--- src/rtl/capture_sched_pkg.sv ---
// Shared constants for the capture line scheduler: state encoding, default
// resolution and the widths of the position, line and drop-counter fields.
package capture_sched_pkg;

   localparam int CS_H_RES_DEF = 640;
   localparam int CS_V_RES_DEF = 480;
   localparam int CS_HPOS_W    = 10;
   localparam int CS_VPOS_W    = 9;
   localparam int CS_DROP_W    = 8;

   localparam logic [1:0] ST_IDLE       = 2'd0;
   localparam logic [1:0] ST_WAIT_FRAME = 2'd1;
   localparam logic [1:0] ST_CAPTURE    = 2'd2;
   localparam logic [1:0] ST_DRAIN      = 2'd3;

   function automatic logic [CS_DROP_W-1:0] sat_inc(input logic [CS_DROP_W-1:0] v);
      return (v == '1) ? v : (v + CS_DROP_W'(1));
   endfunction

endpackage

--- src/rtl/pingpong_bank_tracker.sv ---
// Full flags and line numbers of the two line banks; presents the oldest full bank.
// Request is combinational from state; an accepted ack frees the bank on the next edge.
module pingpong_bank_tracker
   import capture_sched_pkg::*;
(
   input  logic                 i_clk,
   input  logic                 i_rst_n,
   input  logic                 i_mark,
   input  logic                 i_mark_bank,
   input  logic [CS_VPOS_W-1:0] i_mark_line,
   input  logic                 i_ack,
   output logic [1:0]           o_full,
   output logic                 o_req,
   output logic                 o_bank,
   output logic [CS_VPOS_W-1:0] o_line
);

   logic [1:0]           r_full;
   logic                 r_head;
   logic [CS_VPOS_W-1:0] r_line [2];
   logic                 w_req;
   logic                 w_ack;

   // Banks are marked strictly alternately, so a single head pointer that
   // toggles on every accepted ack always names the oldest pending bank.
   assign w_req  = r_full[r_head];
   assign w_ack  = i_ack & w_req;
   assign o_req  = w_req;
   assign o_bank = w_req & r_head;
   assign o_line = w_req ? r_line[r_head] : '0;
   assign o_full = r_full;

   always_ff @(posedge i_clk or negedge i_rst_n) begin
      if (!i_rst_n) begin
         r_full    <= 2'b00;
         r_head    <= 1'b0;
         r_line[0] <= '0;
         r_line[1] <= '0;
      end else begin
         if (w_ack) begin
            r_full[r_head] <= 1'b0;
            r_head         <= ~r_head;
         end
         if (i_mark) begin
            r_full[i_mark_bank] <= 1'b1;
            r_line[i_mark_bank] <= i_mark_line;
         end
      end
   end

endmodule

--- src/rtl/capture_line_scheduler.sv ---
// Captures video lines into a ping-pong buffer and hands full lines to a memory writer.
// Buffer writes lag input by one cycle; lines are dropped when no bank is free.
module capture_line_scheduler
   import capture_sched_pkg::*;
#(
   parameter int H_RES_PIX      = CS_H_RES_DEF,
   parameter int V_RES_PIX      = CS_V_RES_DEF,
   parameter int BITS_PER_PIXEL = 24
) (
   input  logic                      vid_clk,
   input  logic                      reset,
   input  logic                      capture_en,
   input  logic                      single_shot,
   input  logic [CS_HPOS_W-1:0]      Hpos,
   input  logic [CS_VPOS_W-1:0]      Vpos,
   input  logic                      VidEn,
   input  logic [BITS_PER_PIXEL-1:0] pixel_in,
   input  logic                      line_ready,
   input  logic                      frame_ready,
   output logic                      buf_we,
   output logic                      buf_sel,
   output logic [CS_HPOS_W-1:0]      buf_waddr,
   output logic [BITS_PER_PIXEL-1:0] buf_wdata,
   output logic                      xfer_req,
   output logic                      xfer_bank,
   output logic [CS_VPOS_W-1:0]      xfer_line,
   input  logic                      xfer_ack,
   output logic                      busy,
   output logic                      frame_done,
   output logic                      overflow,
   output logic [CS_DROP_W-1:0]      drop_cnt
);

   localparam logic [CS_HPOS_W-1:0] H_LIM = CS_HPOS_W'(H_RES_PIX);
   localparam logic [CS_VPOS_W-1:0] V_LIM = CS_VPOS_W'(V_RES_PIX);

   logic [1:0]                r_rst_sync;
   logic [1:0]                r_state;
   logic                      r_wbank;
   logic                      r_we;
   logic                      r_sel;
   logic [CS_HPOS_W-1:0]      r_waddr;
   logic [BITS_PER_PIXEL-1:0] r_wdata;
   logic                      r_frame_done;
   logic                      r_overflow;
   logic [CS_DROP_W-1:0]      r_drop_cnt;

   logic                      w_rst_n;
   logic                      w_in_capture;
   logic                      w_wr;
   logic                      w_ack;
   logic                      w_wbank_free;
   logic                      w_mark;
   logic                      w_drop;
   logic [1:0]                w_full;

   // Assert asynchronously, release two edges after reset rises.
   always_ff @(posedge vid_clk or negedge reset) begin
      if (!reset) r_rst_sync <= 2'b00;
      else        r_rst_sync <= {r_rst_sync[0], 1'b1};
   end
   assign w_rst_n = r_rst_sync[1];

   assign w_in_capture = (r_state == ST_CAPTURE);
   assign w_wr         = w_in_capture & VidEn & (Hpos < H_LIM) & (Vpos < V_LIM);
   assign w_ack        = xfer_ack & xfer_req;
   // When both banks are full the write bank is the oldest one, so an ack in
   // the same cycle frees exactly the bank this line_ready wants to mark.
   assign w_wbank_free = ~w_full[r_wbank] | (w_ack & (xfer_bank == r_wbank));
   assign w_mark       = w_in_capture & line_ready & w_wbank_free;
   assign w_drop       = w_in_capture & line_ready & ~w_wbank_free;

   pingpong_bank_tracker u_tracker (
      .i_clk       (vid_clk),
      .i_rst_n     (w_rst_n),
      .i_mark      (w_mark),
      .i_mark_bank (r_wbank),
      .i_mark_line (Vpos),
      .i_ack       (xfer_ack),
      .o_full      (w_full),
      .o_req       (xfer_req),
      .o_bank      (xfer_bank),
      .o_line      (xfer_line)
   );

   always_ff @(posedge vid_clk or negedge w_rst_n) begin
      if (!w_rst_n) begin
         r_state      <= ST_IDLE;
         r_wbank      <= 1'b0;
         r_we         <= 1'b0;
         r_sel        <= 1'b0;
         r_waddr      <= '0;
         r_wdata      <= '0;
         r_frame_done <= 1'b0;
         r_overflow   <= 1'b0;
         r_drop_cnt   <= '0;
      end else begin
         r_frame_done <= 1'b0;
         r_we         <= w_wr;
         r_sel        <= w_wr & r_wbank;
         r_waddr      <= w_wr ? Hpos : '0;
         r_wdata      <= w_wr ? pixel_in : '0;
         if (w_mark) r_wbank <= ~r_wbank;
         if (w_drop) begin
            r_overflow <= 1'b1;
            r_drop_cnt <= sat_inc(r_drop_cnt);
         end
         case (r_state)
            ST_IDLE: begin
               if (capture_en) begin
                  r_state    <= ST_WAIT_FRAME;
                  r_overflow <= 1'b0;
                  r_drop_cnt <= '0;
               end
            end
            ST_WAIT_FRAME: begin
               if (!capture_en)      r_state <= ST_IDLE;
               else if (frame_ready) r_state <= ST_CAPTURE;
            end
            ST_CAPTURE: begin
               if (!capture_en) r_state <= ST_DRAIN;
               else if (frame_ready) begin
                  if (single_shot) r_state      <= ST_DRAIN;
                  else             r_frame_done <= 1'b1;
               end
            end
            ST_DRAIN: begin
               if (w_full == 2'b00) begin
                  r_frame_done <= 1'b1;
                  r_state      <= ST_IDLE;
               end
            end
            default: r_state <= ST_IDLE;
         endcase
      end
   end

   assign buf_we     = r_we;
   assign buf_sel    = r_sel;
   assign buf_waddr  = r_waddr;
   assign buf_wdata  = r_wdata;
   assign busy       = (r_state != ST_IDLE);
   assign frame_done = r_frame_done;
   assign overflow   = r_overflow;
   assign drop_cnt   = r_drop_cnt;

endmodule
--- config.mk ---
export PLATFORM = sky130hd
export DESIGN_NAME = capture_line_scheduler
export DESIGN_NICKNAME = d
export VERILOG_FILES = /design/src/rtl/capture_sched_pkg.sv /design/src/rtl/pingpong_bank_tracker.sv /design/src/rtl/capture_line_scheduler.sv
export SDC_FILE = /design/constraint.sdc
export NUM_CORES = 1
export LEC_CHECK = 0
export CORE_ASPECT_RATIO = 0.75
export CORE_MARGIN = 2
export CORE_UTILIZATION = 35
export DETAILED_ROUTE_END_ITERATION = 10
export PLACE_DENSITY = 0.72
export SLEW_MARGIN = 40
export SYNTH_ARGS = -nofsm -noshare
export SYNTH_HDL_FRONTEND = slang
export SYNTH_SLANG_ARGS = --single-unit
export TNS_END_PERCENT = 10
--- constraint.sdc ---
create_clock -name vid_clk -period 2.4 [get_ports vid_clk]
set_clock_uncertainty 0.05 [all_clocks]
set_input_delay 0.72 -clock vid_clk [delete_from_list [all_inputs] [get_ports vid_clk]]
set_output_delay 0.72 -clock vid_clk [all_outputs]
set_load 0.005 [all_outputs]
Word level (Yosys, flattened, before mapping)
Index checks and enable logic that the tools add are counted.
{"block": "word_totals", "register_bits": 72, "inputBits": 51, "out_inout_bits": 58, "wordCells": 100}
{"block": "op_classes", "add_sub_neg": 1, "order_cmp": 9, "eq_ne": 10, "n_mux": 39, "bitwise_logic": 20, "reduce_logical": 7}
{"op": "two-way mux 9 bit", "n": 5}
{"op": "two-way mux 8 bit", "n": 4}
{"op": "two-way mux 24 bit", "n": 1}
{"op": "bitwise mux 18 bit", "n": 1}
{"op": "two-way mux 2 bit", "n": 9}
{"op": "two-way mux 1 bit", "n": 13}
{"op": "bitwise AND 1 bit", "n": 10}
{"op": "< comparator 10 bit, second input constant", "n": 1}
{"op": "two-way mux 10 bit", "n": 1}
{"op": "demux 9 bit (select 1 bit)", "n": 1}
{"op": "< comparator 9 bit, second input constant", "n": 1}
{"op": "inequality test 3 bit, second input constant", "n": 3}
{"op": "adder 8 x 1 -> 8 bit, second input constant", "n": 1}
{"op": "equality test 8 bit, second input constant", "n": 1}
{"op": "case mux 2 bit (4 select lines)", "n": 1}
{"op": "AND reduction 5 bit", "n": 1}
{"op": "equality test 2 bit, second input constant", "n": 2}
{"op": ">= comparator 2 bit, second input constant", "n": 2}
{"op": "logical NOT 2 bit", "n": 2}
{"op": "< comparator 1 x 2 -> 1 bit, second input constant", "n": 2}
{"op": "inequality test 2 bit, second input constant", "n": 2}
{"op": "NOT 1 bit", "n": 4}
{"op": "NOT 1 -> 2 bit", "n": 2}
{"op": "logical AND 1 bit", "n": 3}
{"op": "other kinds (11)", "n": 13}

Logic depth before layout (Yosys ltp)
Gate-level depths: netlist of run 1.
{"block": "depth", "depth_word": 11, "depth_mapped": 6, "depth_no_buf": 5}

By module
A second synthesis of run 1 with hierarchy kept.
{"block": "hier_totals", "cells_unflattened": 222, "hier_area_um2": 2891.5}
{"module": "capture_line_scheduler", "instances": 1, "cells_per_inst": 154, "area_per_inst_um2": 1968.1, "seq_area_each_um2": 1276.2}
{"module": "pingpong_bank_tracker", "instances": 1, "cells_per_inst": 68, "area_per_inst_um2": 923.4, "seq_area_each_um2": 525.5}

Worst setup path before layout of run 1
Ideal clock, no wire load.
{"block": "synth_path", "kind": "input to register", "startpoint": "in line_ready", "endpoint": "reg r_drop_cnt[4] (netlist: drop_cnt[4])", "setup_time_ns": 0.077, "arrival_time_ns": 1.832, "slack_ns": 0.441, "cell_stages": 5, "path_buffers": 1, "cell_sequence": "nand3b_1 -> a211o_1 -> buf_2 -> or4_1 -> a21oi_1"}
{"block": "synth_between", "elab_chain_cells": 5}
{"element": "start: declaration", "line": "capture_line_scheduler.sv:18", "rtl": "input logic line_ready,"}
{"element": "bitwise AND 1 bit (*) (2 in series)", "line": "capture_line_scheduler.sv:71", "rtl": "assign w_drop = w_in_capture & line_ready & ~w_wbank_free;"}
{"element": "two-way mux 8 bit (*)", "line": "capture_line_scheduler.sv:104", "rtl": "if (w_drop) begin"}
{"element": "two-way mux 8 bit", "line": "capture_line_scheduler.sv:110", "rtl": "if (capture_en) begin"}
{"element": "two-way mux 8 bit (*)", "line": "capture_line_scheduler.sv:108", "rtl": "case (r_state)"}
{"element": "end signal: assignment", "line": "capture_line_scheduler.sv:106", "rtl": "r_drop_cnt <= sat_inc(r_drop_cnt);"}
{"element": "end: declaration", "line": "capture_line_scheduler.sv:46", "rtl": "logic [CS_DROP_W-1:0] r_drop_cnt;"}
Every way passes the cells marked *; elsewhere a longest branch is shown, timed or not.
A chain may end at the register's enable or synchronous reset.

Worst setup path in the final report of run 1
{"block": "layout_path", "startpoint": "reg u_tracker.r_head", "endpoint": "out xfer_line[7]"}
{"block": "layout_between", "elab_chain_cells": 5, "elab_cells_between_ends": 7, "cone_classes": "6 x mux; 1 x bitwise"}
{"element": "start: declaration", "line": "pingpong_bank_tracker.sv:19", "rtl": "logic r_head;"}
{"element": "start signal: assignment", "line": "pingpong_bank_tracker.sv:42", "rtl": "r_head <= ~r_head;"}
{"element": "NOT 1 -> 2 bit (implied by the code)", "line": "pingpong_bank_tracker.sv:30", "rtl": "assign o_line = w_req ? r_line[r_head] : '0;"}
{"element": "two-way mux 9 bit (implied by the code) (3 in series)", "line": "pingpong_bank_tracker.sv:30"}
{"element": "two-way mux 9 bit (*)", "line": "pingpong_bank_tracker.sv:30"}
{"element": "end: declaration", "line": "capture_line_scheduler.sv:26", "rtl": "output logic [CS_VPOS_W-1:0] xfer_line,"}
Every way passes the cells marked *; elsewhere a longest branch is shown, timed or not. The select of a mux whose other input is x is not followed.

==> metrics.md, run 1 <==
| Metric | Value |
|---|---|
| Status | finished clean |
| Routed Antenna Nets | 0 |
| #FFs+latches synth | 72 |
| Slew margin rel. | 0.6088 |
| Setup Slack @ Placement | -0.03030 ns |
| Top Family by Delay on Critical Path | flip-flops |
| Switching power | 1.060 mW |
| Top routing layer in use | met4 |
| Crit path required time | 1.63 ns |
| Sink Count | 72 |
| Hpwl dp | 5.007 mm |
| Post-synthesis cell type count | 37 |
| CORE AREA | 0.007883 mm2 |
| Post-synth ARST share | 1.000 |
| M1 wire length | 2.801 mm |
| Number of global-route vias before repair | 2142 |
| Clock network power share | 0.268 |
| DRT iter0 DRCs | 52 |
| Syn_nets | 282 |
| Num rows | 28 |
| Final worst path period share | 0.9602 |
| Pwr Total | 3.766 mW |
| Fin cells | 471 |
| Cells after Synth | 230 |
| Minimum clock period | 2.305 ns |
| Clock Path Buffers | 2 |
| Largest net degree at the start of global routing | 36 |
| Dpl cells | 453 |
| RSZ-0062 raised after global routing | false |
| Die X | 108.2 um |
| Post-layout util | 0.5627 |
| Synth area leader | dfrtp_1 |
| Initial Util | 0.3617 |
| Num ports | 109 |
| CP arrival | 1.53 ns |
| Endpoints failing hold | 0 |
| Die Height | 82.17 um |
| Logic gate share of total power | 0.308 |
| Switching part of the total | 0.2814 |
| # setup viols final | 0 |
| DRC violations left | 0 |
| Met3 wire len | 729 um |
| Final worst slack | 0.09549 ns |
| Die ar. | 0.008893 mm2 |
| Netlist Area Pre-Place | 0.002851 mm2 |
| YS warnings | 0 |
| Layout cells sized above 1 | 0.1694 |
| Met2 WL post-DR | 3.309 mm |
| CP max FO | 5 |
| EDFF count, synth | 0 |
| Total CTS buffers | 9 |
| Cell Chain, Critical Path | and2_4 -> a21oi_4 -> buf_6 -> nor2_1 -> dlygate4sd2_1 |
| Root buf cell | clkbuf_8 |
| Placed inst area | 0.004198 mm2 |
| Critical path class | reg2out |
| Post-Layout Inst Area | 0.004436 mm2 |
| Max-Cap Viols | 0 |
| Routability cong. | 0.8784 |
| DR vias | 2189 |
| Largest stage delay, worst path | 0.43 ns |
| Tightest Pin Transition | 0.5869 ns |
| PwrDens | 849.0 mW/mm2 |
| Clock Latency Late Sink | 0.33 ns |
| Hold Path Class | reg2async |
| DR WL/cell | 14.65 um |
| Final wirelength | 6.900 mm |
| Sequential cell area fraction in the yosys report | 0.6319 |
| CTS tree | yes |
| Pint | 2.706 mW |
| P&R area growth vs syn | 55.55% |
| Initial antenna violation count | 0 |
| Clock-pin slew on the worst setup and hold paths | 0.08 ns |
| Post-synth top flop | dfrtp_1 |
| Layout Nets | 414 |
| VDD IR max | 0.3909 mV |
| Diodes inserted | 0 |
| Total GRT Usage | 0.1611 |
| Crit path launch type | flop |
| H-tree levels | 3 |
| Detailed-router iteration count before antenna repair | 4 |
| Vias per cell | 4.648 |
| Global-route wire length before repair | 10.62 mm |
| I/O Buffers | 108 |
| Syn Area/Cell | 12.40 um2 |
| Overflow after GRT | 0 |
| Leakage power | 2.019 nW |
| Reg power frac | 0.424 |
| Number of buffers and inverters on the critical path | 2 |
| Slew Limit Fails | 0 |
| Area contributors post-synth | dfrtp_1 (63%), and2_1 (7.9%), mux2_2 (7.1%) |
| Share of Yosys cell area claimed by the top area cell type | 0.6319 |
| Critical path endpoint category | output pin |
| CP max-delay cell | dfrtp_2 |
| Fmax | 433.9 MHz |
## synthesized netlist by cell type, types with 3 or more instances
cell type / instances
and2_1: 36
nor2_1: 12
o31ai_1: 3
clkbuf_1: 3
a21oi_1: 8
mux2_2: 18
nand2_1: 14
mux2i_1: 12
nand3_1: 5
o21ai_0: 6
buf_2: 4
dfrtp_1: 72
inv_1: 6
## worst paths after layout
check                                  from  slack [ns]                  end  cells after the start
min reg2reg                   r_rst_sync[1]        0.22         buf_waddr[6]                      0
max in group asynchronous     r_rst_sync[1]        1.45  u_tracker.r_line[9]                      1
min in group vid_clk          r_rst_sync[0]        0.31        r_rst_sync[1]                      0
min                           r_rst_sync[1]        0.22         buf_waddr[6]                      0
max reg2reg                u_tracker.r_head        0.54          drop_cnt[4]                      5
max                        u_tracker.r_head         0.1         xfer_line[7]                      5
## layout by cell type (no fill, tap or decap), types with 2 or more instances in the layout
| cell | instances |
|---|---|
| clkbuf_8 | 9 |
| nor2_1 | 12 |
| or2_2 | 2 |
| nand2_1 | 14 |
| clkinvlp_4 | 2 |
| buf_4 | 17 |
| dfrtp_1 | 70 |
| dlygate4sd2_1 | 9 |
| mux2i_1 | 12 |
| dfrtp_2 | 2 |
| clkinv_2 | 2 |
| or4_1 | 2 |
| a211oi_1 | 2 |
| o311ai_0 | 2 |
| bufinv_16 | 2 |
| mux2_2 | 18 |
| o21ai_0 | 6 |
| a21oi_1 | 7 |
| nor4b_1 | 2 |
| o31ai_1 | 3 |
| buf_12 | 2 |
| clkdlybuf4s50_1 | 98 |
| and2_1 | 35 |
| inv_1 | 6 |
| buf_6 | 2 |
| nand3_1 | 5 |
| nor3b_1 | 2 |
| nand4_1 | 2 |
## per-stage QoR
step           hold WS [ns]  setup TNS (ns)
3_3_place_gp         0.2428               0
3_5_place_dp         0.2521        -0.05500
2_1_floorplan        0.2812               0
4_1_cts              0.2467               0
5_1_grt              0.2726               0
6_report             0.2170               0
## cells by family after synthesis
kind of cell / count (synthesis) / synth area share
AOI/OAI and AO/OA: 28 / 0.06363
xor gates and xnor gates: 1 / 0.003072
adders and majority gates: 1 / 0.004387
buffers and inverters: 14 / 0.02018
DFF: 72 / 0.6319
muxes: 30 / 0.1132
other: 1 / 0.001315
and+or+nand+nor: 83 / 0.1624
## layout make-up
type                       instances  area (um2)
fill                             692        3447
multi-input combinational        144        1013
timing repair buffer             129        1255
clock buffer                       9       123.9
sequential                        72        1804
clock inverter                     6       85.08
tap                              105       131.4
inverter                           6       22.52
## sequential cells by signal, summed over array words and instances, names as in the netlist, named ones only
register and flops:
buf_waddr 10, overflow 1, r_rst_sync 2, u_tracker.o_full 2, drop_cnt 8, u_tracker.r_line 18
buf_we 1, frame_done 1, buf_sel 1, r_state 1, buf_wdata 24, u_tracker.r_head 1
r_wbank 1
## per-layer routing
metal | vias to the layer above | track usage
li1 | 1055 | -
met1 | 1044 | 0.1938
met2 | 84 | 0.2528
met3 | 6 | 0.09576
met4 | 0 | 0.03205
met5 | - | 0
## power by group through the flow
stage               Combinational (mW)  Clock, mW  Sequential [mW]
floorplan                        0.572          0             1.60
finish                            1.16       1.01             1.60
detailed placement                1.12          0             1.62
global route                      1.27       1.10             1.63
global placement                  1.09          0             1.60
CTS                               1.18       1.04             1.60
## repair_timing
action,in CTS,in global routing
pin swaps,0,1
hold buffers,0,0
buffers inserted,2,0
cloned,1,0
gates resized for setup,21,0
endpoints found under the hold margin,0,0
setup endpoints to repair,10,5
Power figures use the tool's default switching activity.
==> run 2: changes to the inputs <==
--- a/config.mk
+++ b/config.mk
@@ -9,7 +9,8 @@
 export CORE_MARGIN = 2
 export CORE_UTILIZATION = 35
 export DETAILED_ROUTE_END_ITERATION = 10
-export PLACE_DENSITY = 0.72
+export DONT_BUFFER_PORTS = 1
+export PLACE_DENSITY = 0.55
 export SLEW_MARGIN = 40
 export SYNTH_ARGS = -nofsm -noshare
 export SYNTH_HDL_FRONTEND = slang
==> metrics.md, run 2 (synthesized netlist as in run 1, its figures left out) <==
| Metric | Value |
|---|---|
| Status | finished clean |
| Die Height | 82.17 um (unchanged) |
| H-tree levels | 3 (unchanged) |
| Final worst slack | 0.1889 ns (+0.09341 ns) |
| Minimum clock period | 2.211 ns (-0.09341 ns) |
| Sink Count | 72 (unchanged) |
| Largest net degree at the start of global routing | 40 (+11%) |
| DRC violations left | 0 (unchanged) |
| Cell Chain, Critical Path | and2_1 -> a21oi_1 -> buf_4 -> nor2_1 |
| Setup Slack @ Placement | 0.3484 ns (+0.3787 ns) |
| Filler cell count | 749 (+8.2%) |
| VDD IR max | 0.3116 mV (-20%) |
| Tightest Pin Transition | 0.5302 ns (-0.05661 ns) |
| Pint | 2.242 mW (-17%) |
| CP arrival | 1.44 ns (-0.09 ns) |
| Leakage power | 1.510 nW (-25%) |
| Num rows | 28 (unchanged) |
| Routability cong. | 0.8178 (-6.9%) |
| Total GRT Usage | 0.1407 (-0.02032) |
| RSZ-0062 raised after global routing | false |
| Clock network power share | 0.276 (+0.008) |
| Commonest non-fill, non-tap cells in the layout | dfrtp_1 (71), and2_1 (36), mux2_2 (18) |
| Logic gate share of total power | 0.228 (-0.080) |
| Commonest non-fill, non-tap cell in the layout | dfrtp_1 |
| Pwr Total | 3.242 mW (-14%) |
| Endpoints failing hold | 0 (unchanged) |
| Number of buffers and inverters on the critical path | 1 (-1) |
| Die ar. | 0.008893 mm2 (unchanged) |
| Slew Limit Fails | 0 (unchanged) |
| Crit path required time | 1.63 ns (about the same) |
| Num ports | 109 (unchanged) |
| CP max-delay cell | dfrtp_1 |
| Root buf cell | clkbuf_8 |
| Number of global-route vias before repair | 1806 (-16%) |
| Die X | 108.2 um (unchanged) |
| DR vias | 1799 (-18%) |
| Initial antenna violation count | 0 (unchanged) |
| CTS tree | yes |
| Overflow after GRT | 0 (unchanged) |
| Vias per cell | 5.096 (+9.7%) |
| Slew margin rel. | 0.6444 (+0.03561) |
| Clock Latency Late Sink | 0.34 ns (about the same) |
| Detailed-router iteration count before antenna repair | 4 (unchanged) |
| Layout Nets | 295 (-29%) |
| Total CTS buffers | 9 (unchanged) |
| Top Family by Delay on Critical Path | flip-flops |
| I/O Buffers | 0 (-100%) |
| Clock-pin slew on the worst setup and hold paths | 0.08 ns (about the same) |
| # setup viols final | 0 (unchanged) |
| PwrDens | 1001 mW/mm2 (+18%) |
| Final worst path period share | 0.9213 (-0.03892) |
| Layout cells sized above 1 | 0.1935 (+0.02415) |
| Diodes inserted | 0 (unchanged) |
| CP max FO | 10 (+5) |
| Switching power | 1.000 mW (-5.6%) |
| Hold Path Class | reg2async |
| Clock Path Buffers | 2 (unchanged) |
| Global-route wire length before repair | 9.177 mm (-14%) |
| P&R area growth vs syn | 13.60% |
| Hold slack | 0.01767 ns (-0.1993 ns) |
| Final wirelength | 5.771 mm (-16%) |
| Largest register FFs | 24 (unchanged) |
| Max-Cap Viols | 0 (unchanged) |
| Fmax | 452.3 MHz (+4.2%) |
| Crit path launch type | flop |
| CORE AREA | 0.007883 mm2 (unchanged) |
| DRT iter0 DRCs | 89 (+71%) |
| Initial Util | 0.3617 (unchanged) |
| Routed Antenna Nets | 0 (unchanged) |
| Critical path class | reg2out |
| Hpwl dp | 4.149 mm (-17%) |
| Reg power frac | 0.497 (+0.073) |
| Critical path endpoint category | output pin |
| Switching part of the total | 0.3085 (+0.02709) |
| Setup TNS Final | 0 ns (unchanged) |
| Largest stage delay, worst path | 0.45 ns (+0.02 ns) |
| DR WL/cell | 16.35 um (+12%) |
[run 2: power groups by stage]
stage / clock network, mW / registers (mW) / logic, mW
2_1_floorplan: 0 / 1.60 / 0.572
3_5_place_dp: 0 / 1.64 / 0.751
3_3_place_gp: 0 / 1.64 / 0.733
5_1_grt: 0.988 / 1.65 / 0.834
4_1_cts: 0.930 / 1.62 / 0.754
6_report: 0.893 / 1.61 / 0.738
[run 2: cell type report]
class	count	area [um2]	share of cell area
flip-flops and latches	72	1803	0.5566
multi-input cells	144	1005	0.3102
clock buffers	10	137.6	0.04249
well taps	105	131.4	0.04056
repair buffers	10	90.09	0.02781
clock inverters	6	50.05	0.01545
inverters	6	22.52	0.006952
[run 2: timing repair]
item                                   4_1_cts  5_1_grt
hold buffers                                 1        0
resized for setup                            0        0
setup buffers                                0        0
endpoints found under the hold margin        2        0
[run 2: routing by layer]
layer / global-route usage / share of wire / vias up
met5: 0 / 0 / -
met4: 0.05385 / 0.012 / 0
met3: 0.09419 / 0.14 / 5
met2: 0.2088 / 0.44 / 87
met1: 0.1623 / 0.41 / 891
li1: - / - / 816
[run 2: metrics by stage]
stage | util | cells | cell area, um2
global placement | 0.3859 | 336 | 3042
finish | 0.4110 | 353 | 3239
global route | 0.4110 | 353 | 3239
detailed placement | 0.3859 | 336 | 3042
CTS | 0.4110 | 353 | 3239
floorplan | - | 230 | 2851
[run 2: final timing paths]
path	slack (ns)	to	startpoint	depth (start not counted)
max	0.19	xfer_line[5]	u_tracker.r_head	4
min	0.02	buf_waddr[6]	r_rst_sync[1]	0
max reg2reg	0.52	drop_cnt[5]	r_wbank	4
min reg2reg	0.02	buf_waddr[6]	r_rst_sync[1]	0
max in group asynchronous	1.61	r_rst_sync[1]	reset	1
min in group vid_clk	0.31	r_rst_sync[1]	r_rst_sync[0]	0
[run 2: worst reg2reg max path: stages, from the launching register on]
cell and delay [ns]:
dfrtp_1 0.47, xnor2_1 0.19, a211o_1 0.43, or4_1 0.51
a21oi_1 0.17
==> run 3: changes to the inputs <==
--- a/config.mk
+++ b/config.mk
@@ -9,8 +9,7 @@
 export CORE_MARGIN = 2
 export CORE_UTILIZATION = 35
 export DETAILED_ROUTE_END_ITERATION = 10
-export DONT_BUFFER_PORTS = 1
-export PLACE_DENSITY = 0.55
+export PLACE_DENSITY = 0.66
 export SLEW_MARGIN = 40
 export SYNTH_ARGS = -nofsm -noshare
 export SYNTH_HDL_FRONTEND = slang
==> metrics.md, run 3 (synthesized netlist as in run 1, its figures left out) <==
| Metric | Value |
|---|---|
| # setup viols final | 0 (unchanged) |
| Slew Limit Fails | 0 (unchanged) |
| Clock-pin slew on the worst setup and hold paths | 0.07 ns (about the same) |
| Critical R2R Launch | u_tracker.r_head |
| Largest net degree at the start of global routing | 26 (-35%) |
| Final wirelength | 6.780 mm (+17%) |
| Worst reg2reg path endpoint | drop_cnt[4] |
| Commonest non-fill, non-tap cell in the layout | clkdlybuf4s50_1 |
| Root buf cell | clkbuf_8 |
| Clock Path Buffers | 2 (unchanged) |
| Fin cells | 471 (+33%) |
| Status | finished clean |
| VDD IR max | 0.3343 mV (+7.3%) |
| DRT iter0 DRCs | 53 (-40%) |
| RSZ-0062 raised after global routing | true |
| I/O Buffers | 108 (+108) |
| Slew margin rel. | 0.6281 (-0.01622) |
| Layout cells sized above 1 | 0.1885 (-0.005024) |
| Largest stage delay, worst path | 0.45 ns (about the same) |
| Final worst path period share | 0.9885 (+0.06722) |
| Die ar. | 0.008893 mm2 (unchanged) |
| Post-layout util | 0.5617 (+0.1508) |
| Tightest Pin Transition | 0.5578 ns (+0.02753 ns) |
| Minimum clock period | 2.372 ns (+0.1613 ns) |
| CORE AREA | 0.007883 mm2 (unchanged) |
| P&R area growth vs syn | 55.29% |
| Hold Path Class | reg2async |
| Total CTS buffers | 9 (unchanged) |
| Critical path class | reg2out |
| Commonest non-fill, non-tap cells in the layout | clkdlybuf4s50_1 (98), dfrtp_1 (70), and2_1 (35) |
| PwrDens | 842.3 mW/mm2 (-16%) |
| Max-Cap Viols | 0 (unchanged) |
| Clock Latency Late Sink | 0.34 ns (about the same) |
| Die X | 108.2 um (unchanged) |
| H-tree levels | 3 (unchanged) |
| Critical path endpoint category | output pin |
| Initial Util | 0.3617 (unchanged) |
| DR WL/cell | 14.39 um (-12%) |
| Num ports | 109 (unchanged) |
| Number of global-route vias before repair | 2161 (+20%) |
| Sink Count | 72 (unchanged) |
| Routability cong. | 0.8774 (+7.3%) |
| Routed Antenna Nets | 0 (unchanged) |
| Vias per cell | 4.671 (-8.3%) |
| Internal reg-to-reg setup slack | 0.51 ns (about the same) |
| Layout Nets | 414 (+40%) |
| Global-route wire length before repair | 10.83 mm (+18%) |
| Cell Chain, Critical Path | and2_4 -> a21oi_4 -> buf_6 -> buf_6 -> buf_6 -> nor2_2 -> buf_2 |
| Crit path launch type | flop |
| DRC violations left | 0 (unchanged) |
| CTS tree | yes |
| Num rows | 28 (unchanged) |
| Crit path required time | 1.63 ns (about the same) |
| Fmax | 421.5 MHz (-6.8%) |
| DR vias | 2200 (+22%) |
| Leakage power | 2.059 nW (+36%) |
| Overflow after GRT | 0 (unchanged) |
| Detailed-router iteration count before antenna repair | 4 (unchanged) |
| Endpoints failing hold | 0 (unchanged) |
| CP arrival | 1.60 ns (+0.16 ns) |
| CP dominant cell by count | buf_6 |
| Die Height | 82.17 um (unchanged) |
| Hpwl dp | 5.011 mm (+21%) |
| Initial antenna violation count | 0 (unchanged) |
| CP max-delay cell | dfrtp_2 |
| Diodes inserted | 0 (unchanged) |
| Worst Setup SP | u_tracker.r_head |
| Filler cell count | 697 (-6.9%) |
| Dpl cells | 452 (+35%) |
| # hold bufs at CTS | 0 (-1) |
| Reg2Reg Depth | 5 (+1) |
| Total GRT Usage | 0.1642 (+0.02343) |
| CP max FO | 5 (-5) |
| Largest register FFs | 24 (unchanged) |
[run 3: changes by cell type in the layout (fill, tap and decap cells not counted), moves of 2 or more]
cell	change
clkinv_2	+2
buf_4	+7
clkinvlp_4	-2
inv_6	-3
buf_6	+5
clkbuf_2	+4
clkdlybuf4s50_1	+98
dlymetal6s2s_1	+4
[run 3: routing by layer]
metal / global-route usage / wire length (um) / vias to the layer above
met5: 0 / 0 / -
met4: 0.05256 / 87 / 0
met3: 0.1044 / 819 / 7
met2: 0.2434 / 2956 / 86
met1: 0.1968 / 2916 / 1054
li1: - / - / 1053
[run 3: power by group]
group	total (mW)	switching (mW)	internal, mW
registers	1.60	0.150	1.45
logic	1.17	0.475	0.699
clock network	0.951	0.449	0.503
total	3.73	1.07	2.66
[run 3: layout make-up]
cell class / instances / area (um2) / share of cell area
flip-flops and latches: 72 / 1804 / 0.4075
repair buffers: 129 / 1254 / 0.2831
multi-input cells: 144 / 1021 / 0.2306
clock buffers: 10 / 137.6 / 0.03108
well taps: 105 / 131.4 / 0.02967
clock inverters: 5 / 57.56 / 0.01300
inverters: 6 / 22.52 / 0.005086
[run 3: how the worst max path moves through the flow]
stage                                      end  depth (start not counted)
final                             xfer_line[8]                          7
after global placement    u_tracker.r_line[11]                          6
after floorplan                      async pin                          0
after global routing              xfer_line[8]                          7
after detailed placement  u_tracker.r_line[10]                          6
after CTS                         xfer_line[6]                          4
[run 3: metrics by stage]
stage	cell area [um2]	setup slack [ns]	power, mW	hold WS [ns]	setup TNS [ns]
finish	4428	0.02758	3.730	0.2135	0
CTS	4412	-0.1255	3.754	0.2344	-0.4775
global placement	4183	0.01765	2.698	0.2270	0
floorplan	2851	0.1965	2.169	0.2812	0
detailed placement	4183	-0.0006817	2.727	0.2341	-0.001056
global route	4428	-0.05007	3.960	0.2716	-0.05007
[run 3: timing repair]
action | 4_1_cts | 5_1_grt
setup buffers | 2 | 1
setup endpoints to repair | 10 | 8
pin swaps | 1 | 0
endpoints found under the hold margin | 0 | 0
cloned | 1 | 0
resized for setup | 18 | 16
[run 3: critical path: cells and delay by family, from the launching register on]
family | cells | cell delay [ns]
AND/OR/NAND/NOR | 2 | 0.20
buffers and inverters | 4 | 0.45
AO/OA/AOI/OAI | 1 | 0.16
flip-flops | 1 | 0.45
